--- src/rtl/ft_tx_arbiter_if.sv ---
// Bundle of telemetry, loopback and FT transmit signals around ft_tx_arbiter.
// slave is the arbiter's view; master is the view of whatever drives it.
interface ft_tx_arbiter_if #(
  parameter int PKT_WIDTH = 88
);
  logic [PKT_WIDTH-1:0] tlm_data;
  logic                 tlm_valid;
  logic [15:0]          lb_din;
  logic [1:0]           lb_be;
  logic                 lb_empty;
  logic                 lb_get;
  logic [15:0]          ui_din;
  logic [1:0]           ui_din_be;
  logic                 ui_din_valid;
  logic                 ui_din_full;
  logic [15:0]          tlm_drop_count;
  logic                 busy;

  modport slave (
    input  tlm_data, tlm_valid, lb_din, lb_be, lb_empty, ui_din_full,
    output lb_get, ui_din, ui_din_be, ui_din_valid, tlm_drop_count, busy
  );

  modport master (
    output tlm_data, tlm_valid, lb_din, lb_be, lb_empty, ui_din_full,
    input  lb_get, ui_din, ui_din_be, ui_din_valid, tlm_drop_count, busy
  );
endinterface

--- src/rtl/ft_tx_arbiter.sv ---
// Shares the FT USB transmit port between the loopback stream and framed
// telemetry packets, round-robin at packet granularity.
module ft_tx_arbiter #(
  parameter int          PKT_WIDTH = 88,
  parameter logic [15:0] HEADER    = 16'hA55A,
  parameter int          LB_BURST  = 64
) (
  input  logic           clk,
  input  logic           rst_n,
  ft_tx_arbiter_if.slave bus
);
  // state | meaning
  // IDLE  | dead cycle between grants; arbitration decision
  // TLM   | sending one 7-word telemetry frame
  // LB    | loopback pass-through, up to LB_BURST words
  localparam int BCW = (LB_BURST > 1) ? $clog2(LB_BURST) : 1;

  typedef enum logic [1:0] {S_IDLE = 2'd0, S_TLM = 2'd1, S_LB = 2'd2} state_t;

  state_t               r_state;
  logic                 r_pending;
  logic                 r_last_tlm;
  logic [2:0]           r_word_idx;
  logic [BCW-1:0]       r_burst_cnt;
  logic [PKT_WIDTH-1:0] r_pkt;
  logic [15:0]          r_drop_cnt;

  logic [15:0] w_din;
  logic [1:0]  w_be;
  logic        w_valid;
  logic        w_get;
  logic        w_xfer;
  logic        w_frame_done;
  logic        w_burst_done;

  always_comb begin
    w_din   = '0;
    w_be    = '0;
    w_valid = 1'b0;
    w_get   = 1'b0;
    case (r_state)
      S_TLM: begin
        w_valid = 1'b1;
        w_be    = 2'b11;
        case (r_word_idx)
          3'd0:    w_din = HEADER;
          3'd1:    w_din = r_pkt[87:72];
          3'd2:    w_din = r_pkt[71:56];
          3'd3:    w_din = r_pkt[55:40];
          3'd4:    w_din = r_pkt[39:24];
          3'd5:    w_din = r_pkt[23:8];
          default: begin
            w_din = {8'h00, r_pkt[7:0]};
            w_be  = 2'b01;
          end
        endcase
      end
      S_LB: begin
        w_din   = bus.lb_din;
        w_be    = bus.lb_be;
        w_valid = !bus.lb_empty;
        w_get   = !bus.lb_empty && !bus.ui_din_full;
      end
      default: ;
    endcase
  end

  assign w_xfer       = w_valid && !bus.ui_din_full;
  assign w_frame_done = (r_state == S_TLM) && w_xfer && (r_word_idx == 3'd6);
  assign w_burst_done = w_xfer && (r_burst_cnt == BCW'(LB_BURST - 1));

  always_ff @(posedge clk or negedge rst_n) begin
    if (!rst_n) begin
      r_state     <= S_IDLE;
      r_pending   <= 1'b0;
      r_last_tlm  <= 1'b0;
      r_word_idx  <= '0;
      r_burst_cnt <= '0;
      r_pkt       <= '0;
      r_drop_cnt  <= '0;
    end else begin
      // The final-word cycle frees the holding register, so a strobe there refills it.
      if (bus.tlm_valid) begin
        if (!r_pending || w_frame_done) begin
          r_pkt     <= bus.tlm_data;
          r_pending <= 1'b1;
        end else if (r_drop_cnt != 16'hFFFF) begin
          r_drop_cnt <= r_drop_cnt + 16'd1;
        end
      end else if (w_frame_done) begin
        r_pending <= 1'b0;
      end

      case (r_state)
        S_IDLE: begin
          if (r_pending && (!r_last_tlm || bus.lb_empty)) begin
            r_state    <= S_TLM;
            r_word_idx <= '0;
            r_last_tlm <= 1'b1;
          end else if (!bus.lb_empty) begin
            r_state     <= S_LB;
            r_burst_cnt <= '0;
            r_last_tlm  <= 1'b0;
          end
        end
        S_TLM: begin
          if (w_xfer) begin
            if (r_word_idx == 3'd6) begin
              r_state    <= S_IDLE;
              r_word_idx <= '0;
            end else begin
              r_word_idx <= r_word_idx + 3'd1;
            end
          end
        end
        S_LB: begin
          if (w_xfer) r_burst_cnt <= r_burst_cnt + BCW'(1);
          if (bus.lb_empty || w_burst_done) r_state <= S_IDLE;
        end
        default: r_state <= S_IDLE;
      endcase
    end
  end

  assign bus.ui_din         = w_din;
  assign bus.ui_din_be      = w_be;
  assign bus.ui_din_valid   = w_valid;
  assign bus.lb_get         = w_get;
  assign bus.tlm_drop_count = r_drop_cnt;
  assign bus.busy           = (r_state != S_IDLE);
endmodule

--- src/flat_wrapper.sv ---
// flat-port wrapper written by rule: the top's interface ports become plain ports
module ft_tx_arbiter_flat 
#(
  parameter int          PKT_WIDTH = 88,
  parameter logic [15:0] HEADER    = 16'hA55A,
  parameter int          LB_BURST  = 64
)
  (clk, rst_n, bus_tlm_data, bus_tlm_valid, bus_lb_din, bus_lb_be, bus_lb_empty, bus_ui_din_full, bus_lb_get, bus_ui_din, bus_ui_din_be, bus_ui_din_valid, bus_tlm_drop_count, bus_busy);
  ft_tx_arbiter_if #(.PKT_WIDTH(PKT_WIDTH)) bus_i ();
  input  logic clk;
  input  logic rst_n;
  input wire logic [$bits(bus_i.tlm_data)-1:0] bus_tlm_data;
  input wire logic [$bits(bus_i.tlm_valid)-1:0] bus_tlm_valid;
  input wire logic [$bits(bus_i.lb_din)-1:0] bus_lb_din;
  input wire logic [$bits(bus_i.lb_be)-1:0] bus_lb_be;
  input wire logic [$bits(bus_i.lb_empty)-1:0] bus_lb_empty;
  input wire logic [$bits(bus_i.ui_din_full)-1:0] bus_ui_din_full;
  output wire logic [$bits(bus_i.lb_get)-1:0] bus_lb_get;
  output wire logic [$bits(bus_i.ui_din)-1:0] bus_ui_din;
  output wire logic [$bits(bus_i.ui_din_be)-1:0] bus_ui_din_be;
  output wire logic [$bits(bus_i.ui_din_valid)-1:0] bus_ui_din_valid;
  output wire logic [$bits(bus_i.tlm_drop_count)-1:0] bus_tlm_drop_count;
  output wire logic [$bits(bus_i.busy)-1:0] bus_busy;
  assign bus_i.tlm_data = bus_tlm_data;
  assign bus_i.tlm_valid = bus_tlm_valid;
  assign bus_i.lb_din = bus_lb_din;
  assign bus_i.lb_be = bus_lb_be;
  assign bus_i.lb_empty = bus_lb_empty;
  assign bus_i.ui_din_full = bus_ui_din_full;
  assign bus_lb_get = bus_i.lb_get;
  assign bus_ui_din = bus_i.ui_din;
  assign bus_ui_din_be = bus_i.ui_din_be;
  assign bus_ui_din_valid = bus_i.ui_din_valid;
  assign bus_tlm_drop_count = bus_i.tlm_drop_count;
  assign bus_busy = bus_i.busy;
  ft_tx_arbiter #(.PKT_WIDTH(PKT_WIDTH), .HEADER(HEADER), .LB_BURST(LB_BURST)) u_core (.clk(clk), .rst_n(rst_n), .bus(bus_i));
endmodule
--- config.mk ---
export PLATFORM = sky130hd
export DESIGN_NAME = ft_tx_arbiter_flat
export DESIGN_NICKNAME = d
export VERILOG_FILES = /design/src/rtl/ft_tx_arbiter_if.sv /design/src/rtl/ft_tx_arbiter.sv /design/src/flat_wrapper.sv
export SDC_FILE = /design/constraint.sdc
export NUM_CORES = 1
export LEC_CHECK = 0
export ABC_AREA = 1
export CAP_MARGIN = 20
export CELL_PAD_IN_SITES_DETAIL_PLACEMENT = 1
export CELL_PAD_IN_SITES_GLOBAL_PLACEMENT = 1
export CORE_ASPECT_RATIO = 0.5
export CORE_UTILIZATION = 36
export DETAILED_ROUTE_END_ITERATION = 7
export PLACE_DENSITY_LB_ADDON = 0.1
export SLEW_MARGIN = 20
export SYNTH_ARGS = -nofsm -noshare
export SYNTH_HDL_FRONTEND = slang
export SYNTH_SLANG_ARGS = --single-unit
--- constraint.sdc ---
create_clock -name clk -period 2.6 [get_ports clk]
set_input_delay 0.26 -clock clk [delete_from_list [all_inputs] [get_ports clk]]
set_output_delay 0.26 -clock clk [all_outputs]
set_load 0.02 [all_outputs]
# Word-level counts from Yosys, hierarchy flattened
# Index checks and enable logic that the tools add are counted.
# totals
regBits,117
latchBits,0
mem_bits_rw,0
mem_bits_ro,0
inputBits,111
output_inout_bits,37
wordCells,83
n_memories,0
# op_classes
add_sub_neg,3
multipliers,0
div,0
order_cmp,0
eq_ne,20
shift,0
muxes,25
n_bitwise,1
n_reduce_logical,27
# ops
operator,count
$pmux 16 s6,1
$pmux 16 s2,1
$mux 6,3
$add 16x1->16 const B,1
$ne 16x16->1 const B,1
$mux 2,6
$ne 2x1->1 const B,6
$pmux 6 s2,1
$eq 3x3->1 const B,3
$mux 3,3
$reduce_and 4->1,2
$reduce_bool 2->1,4
$add 6x1->6 const B,1
$eq 3x2->1 const B,2
$eq 6x6->1 const B,1
$logic_and 1x1->1,6
$mux 1,6
$ne 2x2->1 const B,3
$pmux 2 s3,1
$pmux 3 s2,1
$reduce_and 2->1,3
$reduce_and 3->1,2
$reduce_or 6->1,1
$logic_not 1->1,4
other kinds (11),13

# Logic depth before layout (Yosys ltp)
# Gate-level depths: netlist of the first run.
# logic_depth
depth_word,8
depth_mapped,13
mapped_depth_nobuf,10

# Worst setup path after synthesis of the first run
# Ideal clock, no wire load.
# synth_path
path_type,reg2out
start,reg u_core.r_word_idx[2]
end,out bus_ui_din[8]
arrival_time_ns,2.216
required_time_ns,2.340
path_slack_ns,0.124
stages_incl_launch_ff,12
n_path_buf,4
cell_sequence,dfrtp_1 > clkbuf_1 > inv_1 > clkbuf_1 > ha_1 > clkbuf_1 > clkbuf_1 > nand2_1 > a21boi_0 > nand3_1 > nand2_1 > a21oi_1
# synth_via
elab_chain_cells,3
elab_cells_between_ends,8
classes_between,eq/ne: 5; mux: 2; reduce/logical: 1
# synth_rtl
item,line,rtl
start: declaration,ft_tx_arbiter.sv:23,logic [2:0] r_word_idx;
start signal: assignment,ft_tx_arbiter.sv:112,r_word_idx <= r_word_idx + 3'd1;
$eq 3x3->1 (tied with other cells),ft_tx_arbiter.sv:45,case (r_word_idx)
$pmux 16 s6 (*),ft_tx_arbiter.sv:45,
$pmux 16 s2 (*),ft_tx_arbiter.sv:41,case (r_state)
end: declaration,flat_wrapper.sv:19,output wire logic [$bits(bus_i.ui_din)-1:0] bus_ui_din;
# Every way passes the cells marked *; elsewhere a longest branch is shown, timed or not.

# Final worst setup path of the first run
# layout_path
start,reg u_core.r_word_idx[0]
end,out bus_ui_din[14]
# Same word-level chain as after synthesis.

==> flow_metrics.env, run 1 <==
export IMPL_grt_ovfl_total=0
export IMPL_clock_sinks=117
export IMPL_min_from="bus_tlm_valid"
export IMPL_synth_seq_area_share_pct=45.8
export IMPL_syn_avg_cell_area_sq_um=7.24
export IMPL_synth_area_leader_cell="dfrtp_1"
export IMPL_initial_core_util_pct=37.9
export IMPL_required_ps=2340
export IMPL_dp_hpwl_um=16700
export IMPL_grt_usage_pct=26.1
export IMPL_synth_nets=1000
export IMPL_synthesis_area_sq_um=6390
export IMPL_vias=6558
export IMPL_vdd_ir_drop_max_uv=554
export IMPL_grt_start_max_net_pins=89
export IMPL_tightest_slew_ps=693
export IMPL_cp_max_fo=14
export IMPL_die_y_um=96.2
export IMPL_skew_ps=11.9
export IMPL_power_w=0.00748
export IMPL_hold_path_end="u_core.r_pkt[82]"
export IMPL_io_buffers=147
export IMPL_cap_violations=0
export IMPL_whs_ps=237
export IMPL_cpPeakStageDelay_ps=410
export IMPL_end_kind="output port"
export IMPL_cp_arrival_ps=2210
export IMPL_ant_nets=0
export IMPL_ff2ff_setup_slack_ps=320
export IMPL_grt_pass1_wl_um=36000
export IMPL_layout_drive_gt1_share_pct=9.11
export IMPL_area_growth_syn_to_layout_pct=37.5
export IMPL_hold_path_depth=3
export IMPL_clk_latency_ps=420
export IMPL_crit_slowest_cell="dfrtp_1"
export IMPL_die_x_um=190
export IMPL_core_rowCount=33
export IMPL_yosysUniqueCellTypes=31
export IMPL_reg2regPathDepth=10
export IMPL_netlist_area_leader_share_pct=45.8
export IMPL_die_area_sq_um=18300
export IMPL_final_cell_mix="nand2_1 (353), nand3_1 (150), clkdlybuf4s50_1 (126)"
export IMPL_drt_iter0_drc=374
export IMPL_yosys_warnings=0
export IMPL_setup_violations=0
export IMPL_finalCritPeriodShare_pct=95.1
export IMPL_path_cells="nand2_1, inv_1, ha_2, buf_12, nand2_1, a21boi_0, nand3_2, nand2_2, a21oi_1, clkdlybuf4s15_2"
export IMPL_gp_congestion=0.882
export IMPL_powerDensity_nw_per_um2=852
export IMPL_rsz0062_at_grt="true"
export IMPL_drc=0
export IMPL_antenna_found_initial=0
export IMPL_htree_levels=4
export IMPL_hold_class="input port to register"
export IMPL_postCtsSetupBuffers=0
export IMPL_cts_reportedPaths_clkPinSlew_ps=60
export IMPL_period_needed_ps=2470
export IMPL_cts_tree="yes"
export IMPL_diodes=0
export IMPL_finalHoldViolations=0
export IMPL_cp_start_kind="register"
export IMPL_slew_headroom_pct=53.8
export IMPL_via_per_inst=5.16
export IMPL_synth_seq_cells=117
export IMPL_synth_cells=882
export IMPL_status="finished, final reports clean"
export IMPL_p_leak_nw=4.43
export IMPL_finalNetCount=1148
export IMPL_io_pins=148
export IMPL_cts_buffers=17
export IMPL_cts_path_max_buffers=2
export IMPL_fp_coreArea_sq_um=16800
export IMPL_r2r_end="u_core.r_pkt[75]"
export IMPL_first_global_vias=6631
export IMPL_routedWlPerCell_um=17.9
export IMPL_ys_top_cells_by_area="dfrtp_1 (46%), nand2_1 (21%), nand3_1 (12%), nor2_1 (2.9%), inv_1 (2.6%)"
export IMPL_cts_root_buffer_cell="clkbuf_16"
export IMPL_rr_startpoint="u_core.r_state[1]"
export IMPL_wl_um=22800
export IMPL_max_freq_mhz=404
export IMPL_cpMostUsedCell="nand2_1"
export IMPL_firstDrtPassIters=5
export IMPL_critPathKind="register to output port"
export IMPL_final_common_cell="nand2_1"
export IMPL_maxSlewViolCount=0
-- cell type report --
cell class / instances / area, sq um
fill: 2115 / 8060
inverter: 48 / 180
multi-input combinational: 665 / 3050
timing repair buffer: 181 / 1740
sequential: 117 / 2930
clock inverter: 15 / 179
tap: 227 / 284
clock buffer: 17 / 425
-- power breakdown --
group,switching (W),internal [W]
combinational,0.00164,0.000970
clock,0.000944,0.00151
sequential,0.000263,0.00215
-- metrics by stage --
stage          cell area [sq um]  TNS [ps]  std cells  worst slack [ps]  utilization (%)
3_3_place_gp                8220         0       1237               168             48.8
4_1_cts                     8820     -8.81       1270             -8.81             52.4
6_report                    8790         0       1270               127             52.2
2_1_floorplan               6390         0        882               124                -
5_1_grt                     8790     -2.44       1270             -2.44             52.2
3_5_place_dp                8220         0       1237               176             48.8
-- worst max-delay path, delay by kind of cell (launching register included) --
family / cells / cell delay, ps
AO/OA/AOI/OAI: 2 / 290
buffers and inverters: 3 / 450
adder cells (fa/ha/maj): 1 / 200
AND/OR/NAND/NOR: 4 / 420
flip-flops: 1 / 410
-- per-layer routing --
layer	vias up	GRT usage, %	share of wire, %
met1	3235	36.0	48
met3	21	5.76	5.7
met5	-	0	0
li1	3149	-	-
met4	0	6.93	1.1
met2	153	41.5	45
-- cells in the mapped netlist --
cell type	n
a21boi_0	6
a21oi_1	24
a22oi_1	3
and2_1	1
buf_2	19
buf_4	1
buf_6	5
clkbuf_1	27
clkinv_1	1
dfrtp_1	117
ha_1	7
inv_1	45
inv_2	2
mux2i_1	1
nand2_1	354
nand2_4	1
nand3_1	152
nand3_2	1
nand3b_1	2
nand4_1	24
nor2_1	49
nor2_4	1
nor3_1	1
o211ai_1	2
o21a_1	1
o21ai_0	20
o21bai_1	1
o21bai_2	1
or2_2	1
xnor2_1	5
xor2_1	7
-- state kept, by name, indices dropped and copies added (netlist names) --
signal and flops:
u_core.bus.tlm_drop_count 16, u_core.r_pkt 88, u_core.r_word_idx 3, u_core.r_pending 1
u_core.r_last_tlm 1, u_core.r_burst_cnt 6, u_core.r_state 2
-- cells by family after synthesis --
kind of cell | Yosys count | share of synthesized area [%]
simple gates | 587 | 39.0
flops | 117 | 45.8
buf+inv | 100 | 6.89
compound gates | 58 | 5.15
xor+xnor | 12 | 1.65
fa+ha+maj | 7 | 1.37
mux | 1 | 0.157
-- worst max path at each step --
stage / to / cells after the start / startpoint / slack [ps]
after floorplan: bus_ui_din[8] / 11 / u_core.r_word_idx[2] / 120
after global placement: bus_ui_din[15] / 10 / u_core.r_word_idx[0] / 170
after detailed placement: bus_ui_din[15] / 10 / u_core.r_word_idx[0] / 180
after CTS: bus_ui_din[12] / 10 / u_core.r_word_idx[0] / -9
after global routing: bus_ui_din[12] / 10 / u_core.r_word_idx[1] / -2
final: bus_ui_din[14] / 10 / u_core.r_word_idx[0] / 130
-- what timing repair did --
action | 4_1_cts | 5_1_grt
gates resized for setup | 29 | 32
endpoints found under the setup margin | 18 | 17
pin swaps | 7 | 3
hold buffers | 1 | 0
hold endpoints to repair | 47 | 0
Note: power is estimated with default switching activity, not from simulation.
==> inputs of run 2 (changes only) <==
RECOVER_POWER = 50   (was default)
TNS_END_PERCENT = 1   (was default)
==> flow_metrics.env, run 2 (synthesis results as in run 1) <==
export IMPL_final_common_cell="nand2_1"
export IMPL_wl_um=22800
export IMPL_clk_latency_ps=430
export IMPL_maxSlewViolCount=0
export IMPL_cp_max_fo=14
export IMPL_reg2regPathDepth=10
export IMPL_initial_core_util_pct=37.9
export IMPL_whs_ps=238
export IMPL_gp_congestion=0.882
export IMPL_timing_setup_tns_ps=-159
export IMPL_finalNetCount=1148
export IMPL_finalInstanceArea_sq_um=8800
export IMPL_htree_levels=4
export IMPL_via_per_inst=5.15
export IMPL_hold_path_depth=3
export IMPL_grt_ovfl_total=0
export IMPL_vdd_ir_drop_max_uv=556
export IMPL_end_kind="output port"
export IMPL_final_cell_mix="nand2_1 (353), nand3_1 (151), dfrtp_1 (117)"
export IMPL_diodes=0
export IMPL_finalCritPeriodShare_pct=103
export IMPL_slew_headroom_pct=13.0
export IMPL_period_needed_ps=2670
export IMPL_ant_nets=0
export IMPL_vias=6541
export IMPL_powerDensity_nw_per_um2=851
export IMPL_layout_drive_gt1_share_pct=7.38
export IMPL_grt_pass1_wl_um=36000
export IMPL_dp_cells=1237
export IMPL_clock_sinks=117
export IMPL_antenna_found_initial=0
export IMPL_drt_iter0_drc=348
export IMPL_largest_register="u_core.r_pkt"
export IMPL_grt_start_max_net_pins=89
export IMPL_io_buffers=147
export IMPL_instances_no_fill=1270
export IMPL_place_area_sq_um=8220
export IMPL_violations="setup timing"
export IMPL_critPathKind="register to output port"
export IMPL_grt_usage_pct=26.1
export IMPL_tightest_slew_ps=1300
export IMPL_routedWlPerCell_um=17.9
export IMPL_die_y_um=96.2
export IMPL_die_area_sq_um=18300
export IMPL_setup_violations=4
export IMPL_status="complete, but fails checks"
export IMPL_fp_coreArea_sq_um=16800
export IMPL_layout_setup_ws_ps=-72.2
export IMPL_firstDrtPassIters=5
export IMPL_cts_buffers=17
export IMPL_cts_root_buffer_cell="clkbuf_16"
export IMPL_fillers=2112
export IMPL_largest_reg_flops=88
export IMPL_area_growth_syn_to_layout_pct=37.8
export IMPL_finalHoldViolations=0
export IMPL_skew_ps=11.9
export IMPL_hold_class="input port to register"
export IMPL_cts_path_max_buffers=2
export IMPL_core_rowCount=33
export IMPL_io_pins=148
export IMPL_required_ps=2340
export IMPL_post_place_ws_ps=176
export IMPL_cp_start_kind="register"
export IMPL_max_freq_mhz=374
export IMPL_cts_reportedPaths_clkPinSlew_ps=60
export IMPL_die_x_um=190
export IMPL_cts_tree="yes"
export IMPL_first_global_vias=6630
export IMPL_cp_arrival_ps=2410
export IMPL_drc=0
export IMPL_p_leak_nw=4.50
export IMPL_rsz0062_at_grt="true"
export IMPL_cap_violations=0
export IMPL_dp_hpwl_um=16700
==> run 2: cell type report <==
| cell class | count | area [sq um] | share of cell area [%] |
|---|---|---|---|
| Sequential cell | 117 | 2930 | 33.3 |
| Clock buffer | 17 | 425 | 4.83 |
| Inverter | 48 | 180 | 2.05 |
| Multi-Input combinational cell | 665 | 3040 | 34.5 |
| Clock inverter | 15 | 179 | 2.03 |
| Tap cell | 227 | 284 | 3.23 |
| Timing Repair Buffer | 181 | 1770 | 20.1 |
==> run 2: power by group <==
part / switching [W] / internal, W / total (W) / leakage (nW)
logic: 0.00164 / 0.000977 / 0.00261 / 2.61
registers: 0.000260 / 0.00215 / 0.00241 / 1.60
clock network: 0.000947 / 0.00151 / 0.00246 / 0.286
total: 0.00284 / 0.00464 / 0.00749 / 4.50
==> run 2: critical path: stages (launching register included) <==
cell	delay [ps]
dfrtp_1	410
nand2_1	80
inv_1	40
ha_1	240
buf_12	170
nand2_1	70
a21boi_0	190
nand3_1	230
nand2_1	150
a21oi_1	70
dlygate4sd2_1	330
==> run 2: per-layer routing <==
layer  vias to the layer above  wire (um)  track usage [%]
li1                       3152          -                -
met1                      3200      10900             35.9
met2                       168      10200             41.5
met3                        21       1450             5.76
met4                         0        254             6.93
met5                         -          0                0
==> run 2: path summary, 6_finish.rpt <==
kind / start / slack (ps) / to
worst min-delay path: bus_tlm_valid / 240 / u_core.r_pkt[82]
min in group asynchronous: rst_n / 650 / u_core.r_burst_cnt[3]
worst max-delay path: u_core.r_word_idx[0] / -70 / bus_ui_din[12]
worst min register to register: u_core.r_pkt[64] / 470 / u_core.r_pkt[64]
max in group asynchronous: rst_n / 550 / u_core.r_pkt[83]
worst max register to register: u_core.r_state[1] / 320 / u_core.r_pkt[75]
==> run 2: repair_timing <==
| item | 4_1_cts | 5_1_grt |
|---|---|---|
| hold buffers | 1 | 0 |
| setup buffers | 0 | 0 |
| hold endpoints to repair | 47 | 0 |
| endpoints found under the setup margin | 18 | 17 |
| pin swaps | 0 | 1 |
| gates resized for setup | 19 | 11 |
==> run 2: per-stage QoR <==
step,power [W],util (%)
5_1_grt,0.00792,52.2
3_5_place_dp,0.00509,48.8
4_1_cts,0.00752,52.3
3_3_place_gp,0.00502,48.8
2_1_floorplan,0.00382,-
6_report,0.00749,52.2
